<file path="src/rtl/morse_pkg.sv">
// Shared types and the Morse symbol ROM for morse_tx_param.
// Digit entries exist only when MORSE_DIGITS_EN is defined.
package morse_pkg;

    typedef enum logic [1:0] {
        StIdle,
        StMark,
        StSpace,
        StGap
    } morse_state_e;

    localparam int unsigned NUM_LETTERS = 26;
    localparam int unsigned NUM_DIGITS  = 10;

    // elems is left-aligned: bit 4 is the first element, 1 = dash.
    typedef struct packed {
        logic [2:0] len;
        logic [4:0] elems;
    } morse_sym_t;

    // len == 0 marks an invalid code.
    function automatic morse_sym_t morse_lookup(input logic [31:0] code);
        morse_sym_t sym;
        sym = '0;
        if (code < NUM_LETTERS) begin
            case (code[4:0])
                5'd0:    sym = {3'd2, 5'b01000};  // A .-
                5'd1:    sym = {3'd4, 5'b10000};  // B -...
                5'd2:    sym = {3'd4, 5'b10100};  // C -.-.
                5'd3:    sym = {3'd3, 5'b10000};  // D -..
                5'd4:    sym = {3'd1, 5'b00000};  // E .
                5'd5:    sym = {3'd4, 5'b00100};  // F ..-.
                5'd6:    sym = {3'd3, 5'b11000};  // G --.
                5'd7:    sym = {3'd4, 5'b00000};  // H ....
                5'd8:    sym = {3'd2, 5'b00000};  // I ..
                5'd9:    sym = {3'd4, 5'b01110};  // J .---
                5'd10:   sym = {3'd3, 5'b10100};  // K -.-
                5'd11:   sym = {3'd4, 5'b01000};  // L .-..
                5'd12:   sym = {3'd2, 5'b11000};  // M --
                5'd13:   sym = {3'd2, 5'b10000};  // N -.
                5'd14:   sym = {3'd3, 5'b11100};  // O ---
                5'd15:   sym = {3'd4, 5'b01100};  // P .--.
                5'd16:   sym = {3'd4, 5'b11010};  // Q --.-
                5'd17:   sym = {3'd3, 5'b01000};  // R .-.
                5'd18:   sym = {3'd3, 5'b00000};  // S ...
                5'd19:   sym = {3'd1, 5'b10000};  // T -
                5'd20:   sym = {3'd3, 5'b00100};  // U ..-
                5'd21:   sym = {3'd4, 5'b00010};  // V ...-
                5'd22:   sym = {3'd3, 5'b01100};  // W .--
                5'd23:   sym = {3'd4, 5'b10010};  // X -..-
                5'd24:   sym = {3'd4, 5'b10110};  // Y -.--
                5'd25:   sym = {3'd4, 5'b11000};  // Z --..
                default: sym = '0;
            endcase
        end
`ifdef MORSE_DIGITS_EN
        else if (code < NUM_LETTERS + NUM_DIGITS) begin
            case (code[5:0])
                6'd26:   sym = {3'd5, 5'b11111};  // 0
                6'd27:   sym = {3'd5, 5'b01111};  // 1
                6'd28:   sym = {3'd5, 5'b00111};  // 2
                6'd29:   sym = {3'd5, 5'b00011};  // 3
                6'd30:   sym = {3'd5, 5'b00001};  // 4
                6'd31:   sym = {3'd5, 5'b00000};  // 5
                6'd32:   sym = {3'd5, 5'b10000};  // 6
                6'd33:   sym = {3'd5, 5'b11000};  // 7
                6'd34:   sym = {3'd5, 5'b11100};  // 8
                6'd35:   sym = {3'd5, 5'b11110};  // 9
                default: sym = '0;
            endcase
        end
`endif
        return sym;
    endfunction

endpackage

</file>
<file path="src/rtl/morse_unit_timer.sv">
// Morse unit divider: down-counter that reloads to DOT_CYCLES-1 and ticks at zero.
// Clearing restarts a full unit so every unit is exactly DOT_CYCLES cycles.
module morse_unit_timer #(
    parameter int unsigned DOT_CYCLES = 250
) (
    input  logic i_clk,
    input  logic i_rst_n,
    input  logic i_clear,
    output logic o_tick
);

    localparam int unsigned CNT_W = $clog2(DOT_CYCLES);
    localparam logic [CNT_W-1:0] RELOAD = CNT_W'(DOT_CYCLES - 1);

    logic [CNT_W-1:0] r_count;

    always_ff @(posedge i_clk) begin
        if (!i_rst_n || i_clear) begin
            r_count <= RELOAD;
        end else if (r_count == '0) begin
            r_count <= RELOAD;
        end else begin
            r_count <= r_count - CNT_W'(1);
        end
    end

    assign o_tick = (r_count == '0);

endmodule

</file>
<file path="src/rtl/morse_tx_param.sv">
// Parametrised Morse on-off keyer: one symbol per Start handshake on DotDashOut.
// Define MORSE_DIGITS_EN to key codes 26..35 as digits; otherwise they raise Error.
module morse_tx_param
    import morse_pkg::*;
#(
    parameter int unsigned DOT_CYCLES = 250,
    parameter int unsigned DASH_UNITS = 3,
    parameter int unsigned GAP_UNITS  = 3,
    parameter int unsigned CODE_W     = 6
) (
    input  logic              ClockIn,
    input  logic              Resetn,
    input  logic              Start,
    input  logic [CODE_W-1:0] Letter,
    output logic              Ready,
    output logic              Busy,
    output logic              Done,
    output logic              Error,
    output logic              DotDashOut
);

    localparam int unsigned UNIT_MAX = (DASH_UNITS > GAP_UNITS) ? DASH_UNITS : GAP_UNITS;
    localparam int unsigned UNIT_W   = $clog2(UNIT_MAX + 1);
    localparam logic [UNIT_W-1:0] DASH_LOAD = UNIT_W'(DASH_UNITS - 1);
    localparam logic [UNIT_W-1:0] GAP_LOAD  = UNIT_W'(GAP_UNITS - 1);

    morse_state_e      r_state;
    morse_state_e      w_state_next;
    logic [UNIT_W-1:0] r_units;
    logic [UNIT_W-1:0] w_units_next;
    logic [4:0]        r_shift;
    logic [4:0]        w_shift_next;
    logic [2:0]        r_left;
    logic [2:0]        w_left_next;
    logic              r_done;
    logic              w_done_next;
    logic              r_error;
    logic              w_error_next;
    logic              w_timer_clear;
    logic              w_tick;
    morse_sym_t        w_sym;

    assign w_sym = morse_lookup(32'(Letter));

    morse_unit_timer #(
        .DOT_CYCLES(DOT_CYCLES)
    ) u_unit_timer (
        .i_clk   (ClockIn),
        .i_rst_n (Resetn),
        .i_clear (w_timer_clear),
        .o_tick  (w_tick)
    );

    always_comb begin
        w_state_next  = r_state;
        w_units_next  = r_units;
        w_shift_next  = r_shift;
        w_left_next   = r_left;
        w_done_next   = 1'b0;
        w_error_next  = 1'b0;
        w_timer_clear = 1'b0;
        unique case (r_state)
            StIdle: begin
                if (Start) begin
                    w_timer_clear = 1'b1;
                    if (w_sym.len != 3'd0) begin
                        w_state_next = StMark;
                        w_shift_next = w_sym.elems;
                        w_left_next  = w_sym.len - 3'd1;
                        w_units_next = w_sym.elems[4] ? DASH_LOAD : '0;
                    end else begin
                        w_error_next = 1'b1;
                    end
                end
            end
            StMark: begin
                if (w_tick) begin
                    if (r_units != '0) begin
                        w_units_next = r_units - UNIT_W'(1);
                    end else if (r_left == 3'd0) begin
                        w_state_next = StGap;
                        w_units_next = GAP_LOAD;
                    end else begin
                        w_state_next = StSpace;
                        w_units_next = '0;
                        w_shift_next = {r_shift[3:0], 1'b0};
                        w_left_next  = r_left - 3'd1;
                    end
                end
            end
            StSpace: begin
                // Inter-element space is always a single unit.
                if (w_tick) begin
                    w_state_next = StMark;
                    w_units_next = r_shift[4] ? DASH_LOAD : '0;
                end
            end
            StGap: begin
                if (w_tick) begin
                    if (r_units != '0) begin
                        w_units_next = r_units - UNIT_W'(1);
                    end else begin
                        w_state_next = StIdle;
                        w_done_next  = 1'b1;
                    end
                end
            end
            default: w_state_next = StIdle;
        endcase
    end

    always_ff @(posedge ClockIn) begin
        if (!Resetn) begin
            r_state <= StIdle;
            r_units <= '0;
            r_shift <= '0;
            r_left  <= '0;
            r_done  <= 1'b0;
            r_error <= 1'b0;
        end else begin
            r_state <= w_state_next;
            r_units <= w_units_next;
            r_shift <= w_shift_next;
            r_left  <= w_left_next;
            r_done  <= w_done_next;
            r_error <= w_error_next;
        end
    end

    // Keying follows the state directly so a reset drops the mark on the same edge.
    assign DotDashOut = (r_state == StMark);
    assign Ready      = (r_state == StIdle);
    assign Busy       = (r_state != StIdle);
    assign Done       = r_done;
    assign Error      = r_error;

endmodule

</file>
<file path="config.mk">
export PLATFORM = sky130hd
export DESIGN_NAME = morse_tx_param
export DESIGN_NICKNAME = d
export VERILOG_FILES = /design/src/rtl/morse_pkg.sv /design/src/rtl/morse_unit_timer.sv /design/src/rtl/morse_tx_param.sv
export SDC_FILE = /design/constraint.sdc
export NUM_CORES = 1
export LEC_CHECK = 0
export CAP_MARGIN = 20
export CORE_MARGIN = 2
export CORE_UTILIZATION = 45
export DETAILED_ROUTE_END_ITERATION = 10
export GPL_TIMING_DRIVEN = 0
export HOLD_SLACK_MARGIN = 0.03
export PLACE_DENSITY = 0.76
export RECOVER_POWER = 25
export SYNTH_ARGS = -nofsm -noshare
export SYNTH_HDL_FRONTEND = slang
export SYNTH_SLANG_ARGS = --single-unit
</file>
<file path="constraint.sdc">
create_clock -name ClockIn -period 6.15 [get_ports ClockIn]
set_input_delay 1.23 -clock ClockIn [delete_from_list [all_inputs] [get_ports ClockIn]]
set_output_delay 1.23 -clock ClockIn [all_outputs]
set_load 0.01 [all_outputs]
</file>
==> Implementation_results.wiki <==
{| class="wikitable"
! Metric !! Value
|-
| Setup violators final || 0
|-
| Cell with the biggest individual delay on the critical path || sky130_fd_sc_hd__clkdlybuf4s50_1
|-
| Switching part of the total || 31.7%
|-
| Combinational family with the most area after synthesis || simple AND/OR/NAND/NOR gates
|-
| Count of clock tree sinks || 21
|-
| Area of the mapped netlist || 0.00157 mm2
|-
| Count of buffers added by post-CTS timing repair for setup || 0
|-
| Cell internal power dissipation || just over 0.2 mW
|-
| Most common library cells after synthesis || sky130_fd_sc_hd__nand2_1 (30), sky130_fd_sc_hd__dfxtp_1 (21), sky130_fd_sc_hd__ha_1 (12), sky130_fd_sc_hd__inv_1 (12)
|-
| Number of global-route vias before repair || 1298
|-
| Post-cts sizing count || 0
|-
| Aggregate negative setup slack || 0 ns
|-
| Average wire length per cell after detail routing || 12.7 um
|-
| Worst path cell trace || clkdlybuf4s50_1 > inv_1 > ha_1 > nor2b_1 > a2111oi_0 > a311oi_1 > o31a_1 > a31oi_2 > mux2i_1
|-
| Worst-Skew Late Latency || 0.31 ns
|-
| Required time worst endpoint || 6.40 ns
|-
| Multiplexer fraction of the synthesized cell area || between 10% and 20%
|-
| Critical path startpoint category || input port
|-
| Via count normalized by instance count || 5.61
|-
| Clock-pin slew reported for the worst setup and hold paths after clock tree synthesis || about 0.12 ns
|-
| Type of the setup path with the least slack || input port to flop
|-
| Floorplan row count || 21
|-
| Final nets || 228
|-
| Share of synthesized cell area in full adder, half adder and majority cells || 9.54%
|-
| Count of distinct cell types in the synthesized netlist || 51
|-
| Growth of design area from synthesis to finish || 13.2%
|-
| Synthesis-stage register bit count || 21
|-
| Antenna-violating nets left || 0
|-
| Final period utilization || roughly 64%
|-
| Maximum clock path buffer count || 2
|-
| Crit path max fanout || 9
|-
| Final routed DRC violation total || 0
|-
| Max Transition Viols Final || 0
|-
| Max-cap check violation count || 0
|-
| Number of enable-type register cells in the synthesized netlist || 0
|-
| Via count || 1413
|-
| Area of the die || 0.00399 mm2
|-
| Setup slack at placement || 1.89 ns
|-
| Leading post-synthesis cells by cell area || sky130_fd_sc_hd__dfxtp_1 (27%), sky130_fd_sc_hd__ha_1 (9.5%), sky130_fd_sc_hd__nand2_1 (7.2%)
|-
| Post-Route WL || 3210 um
|-
| Number of I/O port buffers || 12
|-
| Synth area leader || sky130_fd_sc_hd__dfxtp_1
|-
| Area occupied by multi-input gates || 0.00106 mm2
|-
| Maximum number of pins on one net before global-route repair || 14
|-
| Die outline width || 63.1 um
|-
| Share of layout cells above drive strength 1 || 9.22%
|-
| Top cell type's share of synthesized area || a little over a quarter
|-
| Number of nets produced by synthesis || between 200 and 250
|-
| Overflow left after global routing || 0
|-
| Final Skew || 0.00362 ns
|-
| # diodes || 0
|-
| Critical path arrival || ~4.2 ns
|-
| Xor/xnor cell area share of the yosys netlist || 3.34%
|-
| Sw power || 0.0951 mW
|-
| Post-synthesis instance total || 190
|-
| Die Span Y || roughly 63 um
|-
| Reg area || 420 um2
|-
| Fin worst setup slack || 2.24 ns
|-
| Dominant register cell in the synthesized netlist || sky130_fd_sc_hd__dfxtp_1
|-
| Number of buffers inserted by hold repair at cts || 0
|-
| Initial standard-cell utilization of the core || 47.2%
|-
| Syn avg cell area || 8.28 um2
|-
| Sequential cell fraction of total power || 48.6%
|-
| Kind of capture point of the worst setup path || flop
|-
| Maximum single-stage delay on the critical path || 0.67 ns
|-
| Number of H-tree levels || 1
|-
| Leak pwr || approximately 0.68 nW
|-
| Simple-gate portion of the synthesized area || roughly a quarter
|-
| Clock power share || 23.3%
|-
| Maximum ir drop on the vdd rail || 64.8 uV
|-
| Number of antenna violations at the first check in global routing || 0
|-
| Achievable frequency || 0.256 GHz
|-
| Number of filler instances in the final layout || 330
|-
| Sequential-to-total area share from yosys stat || 26.7%
|-
| Period minus WS final || around 3.9 ns
|-
| Number of warning messages in the yosys log || 0
|-
| GRT Util Overall || 17.1%
|-
| Placeable core region || 0.00334 mm2
|-
| Ys async rst share || 0%
|-
| Compound-Gate Fraction of Synth Area || 19.1%
|-
| Buffer cell driving the clock tree root || sky130_fd_sc_hd__clkbuf_4
|-
| Count leader, synth || sky130_fd_sc_hd__nand2_1
|-
| Wire length of the first global-routing pass || 5680 um
|-
| Power density relative to cell area || 168 mW/mm2
|-
| RSZ-0062 raised after global routing || no
|-
| IO Count || 14
|-
| Outcome || completed
|-
| CTS buffer count || 3
|-
| Drt first-iter violations || 74
|-
| Transition time of the tightest slew-check pin || about 0.75 ns
|-
| CTS tree || yes
|-
| Length of the first detailed-routing pass in iterations || 4
|-
| Headroom to the max-slew limit || about half
|-
| Final count of hold timing violations || 0
|-
| Logic pwr share || 28.1%
|-
| Placed wire-length estimate || 2480 um
|-
| Hold WC Path Type || flop to flop
|-
| GP Congestion || 0.856
|}
[worst max-delay path, delay by kind of cell]
family,cells,cell delay (ns)
adder cells (fa/ha/maj),1,0.39
multiplexers,1,0.21
buffers and inverters,2,0.86
AND/OR/NAND/NOR,1,0.16
AO/OA/AOI/OAI,4,1.30
[cells in the final DEF, fill, tap and decap left out, types with 2 or more instances in the layout]
cell                              Yosys  final
sky130_fd_sc_hd__a2111oi_0            3      3
sky130_fd_sc_hd__a211oi_1             2      2
sky130_fd_sc_hd__a21oi_1              4      4
sky130_fd_sc_hd__a221o_1              2      2
sky130_fd_sc_hd__a22o_1               3      3
sky130_fd_sc_hd__a22oi_1              3      3
sky130_fd_sc_hd__a31o_2               2      2
sky130_fd_sc_hd__buf_4                2      2
sky130_fd_sc_hd__clkbuf_1             7      7
sky130_fd_sc_hd__clkbuf_4             0      3
sky130_fd_sc_hd__clkdlybuf4s50_1      0      9
sky130_fd_sc_hd__dfxtp_1             21     21
sky130_fd_sc_hd__dlygate4sd3_1        0      3
sky130_fd_sc_hd__ha_1                12     12
sky130_fd_sc_hd__inv_1               12     12
sky130_fd_sc_hd__mux2i_1             11     11
sky130_fd_sc_hd__mux4_2               2      2
sky130_fd_sc_hd__nand2_1             30     30
sky130_fd_sc_hd__nand2b_1             5      5
sky130_fd_sc_hd__nand3_1              3      3
sky130_fd_sc_hd__nor2_1              11     11
sky130_fd_sc_hd__nor2b_1              5      5
sky130_fd_sc_hd__nor3_1               7      7
sky130_fd_sc_hd__nor4_1               2      2
sky130_fd_sc_hd__o21ai_0              6      6
sky130_fd_sc_hd__o41ai_1              2      2
sky130_fd_sc_hd__or2_2                2      2
sky130_fd_sc_hd__xnor2_1              5      5
[registers in the layout, summed over array words and instances, names as in the netlist]
name / cells
Error: 1
u_unit_timer.r_count: 8
r_left: 3
r_state: 2
r_shift: 4
Done: 1
r_units: 2
[power groups by stage]
stage                     logic (mW)  clock network (mW)  registers [mW]
after floorplan               0.0608                   0           0.148
after global placement        0.0828                   0           0.149
after detailed placement      0.0841                   0           0.149
after CTS                     0.0843              0.0709           0.146
after global routing          0.0939              0.0778           0.147
final                         0.0842              0.0699           0.146
[metal layers]
layer | global-route usage, % | vias up | share of wire [%]
met5 | 0 | - | 0
met4 | 5.00 | 0 | 0.59
li1 | - | 713 | -
met3 | 1.61 | 3 | 2.6
met1 | 22.0 | 669 | 48
met2 | 30.3 | 28 | 49
[cells by family (layout without fill, tap and decap cells)]
| kind of cell | count (synthesis) | count (layout) |
|---|---|---|
| AND/OR/NAND/NOR | 75 | 75 |
| AO/OA/AOI/OAI | 39 | 39 |
| buffers and inverters | 23 | 39 |
| flip-flops | 21 | 21 |
| multiplexers | 14 | 14 |
| adder cells (fa/ha/maj) | 12 | 12 |
| XOR/XNOR | 6 | 6 |
[cell type report]
class | count | share of cell area [%]
multi-input cells | 146 | 59.4
flip-flops and latches | 21 | 23.6
repair buffers | 12 | 6.74
well taps | 46 | 3.23
plain buffers | 11 | 2.81
inverters | 12 | 2.53
clock buffers | 3 | 1.26
clock inverters | 1 | 0.421
[final timing paths]
| path | startpoint | endpoint | slack (ns) | cells after the start |
|---|---|---|---|---|
| worst max-delay path | Letter[0] | r_units[0] | 2.24 | 9 |
| worst min-delay path | u_unit_timer.r_count[0] | u_unit_timer.r_count[0] | 0.46 | 1 |
| worst max register to register | r_state[0] | r_left[2] | 3.77 | 9 |
| worst min register to register | u_unit_timer.r_count[0] | u_unit_timer.r_count[0] | 0.46 | 1 |
[per-stage QoR]
stage | area [um2] | instances | hold WS [ns] | total power [mW] | util [%]
after floorplan | 1570 | 190 | 0.396 | 0.209 | -
after global placement | 1750 | 248 | 0.421 | 0.232 | 52.5
after detailed placement | 1750 | 248 | 0.419 | 0.233 | 52.5
after CTS | 1780 | 252 | 0.448 | 0.301 | 53.4
after global routing | 1780 | 252 | 0.468 | 0.318 | 53.4
final | 1780 | 252 | 0.455 | 0.300 | 53.4
(Power assumes the default switching activity.)
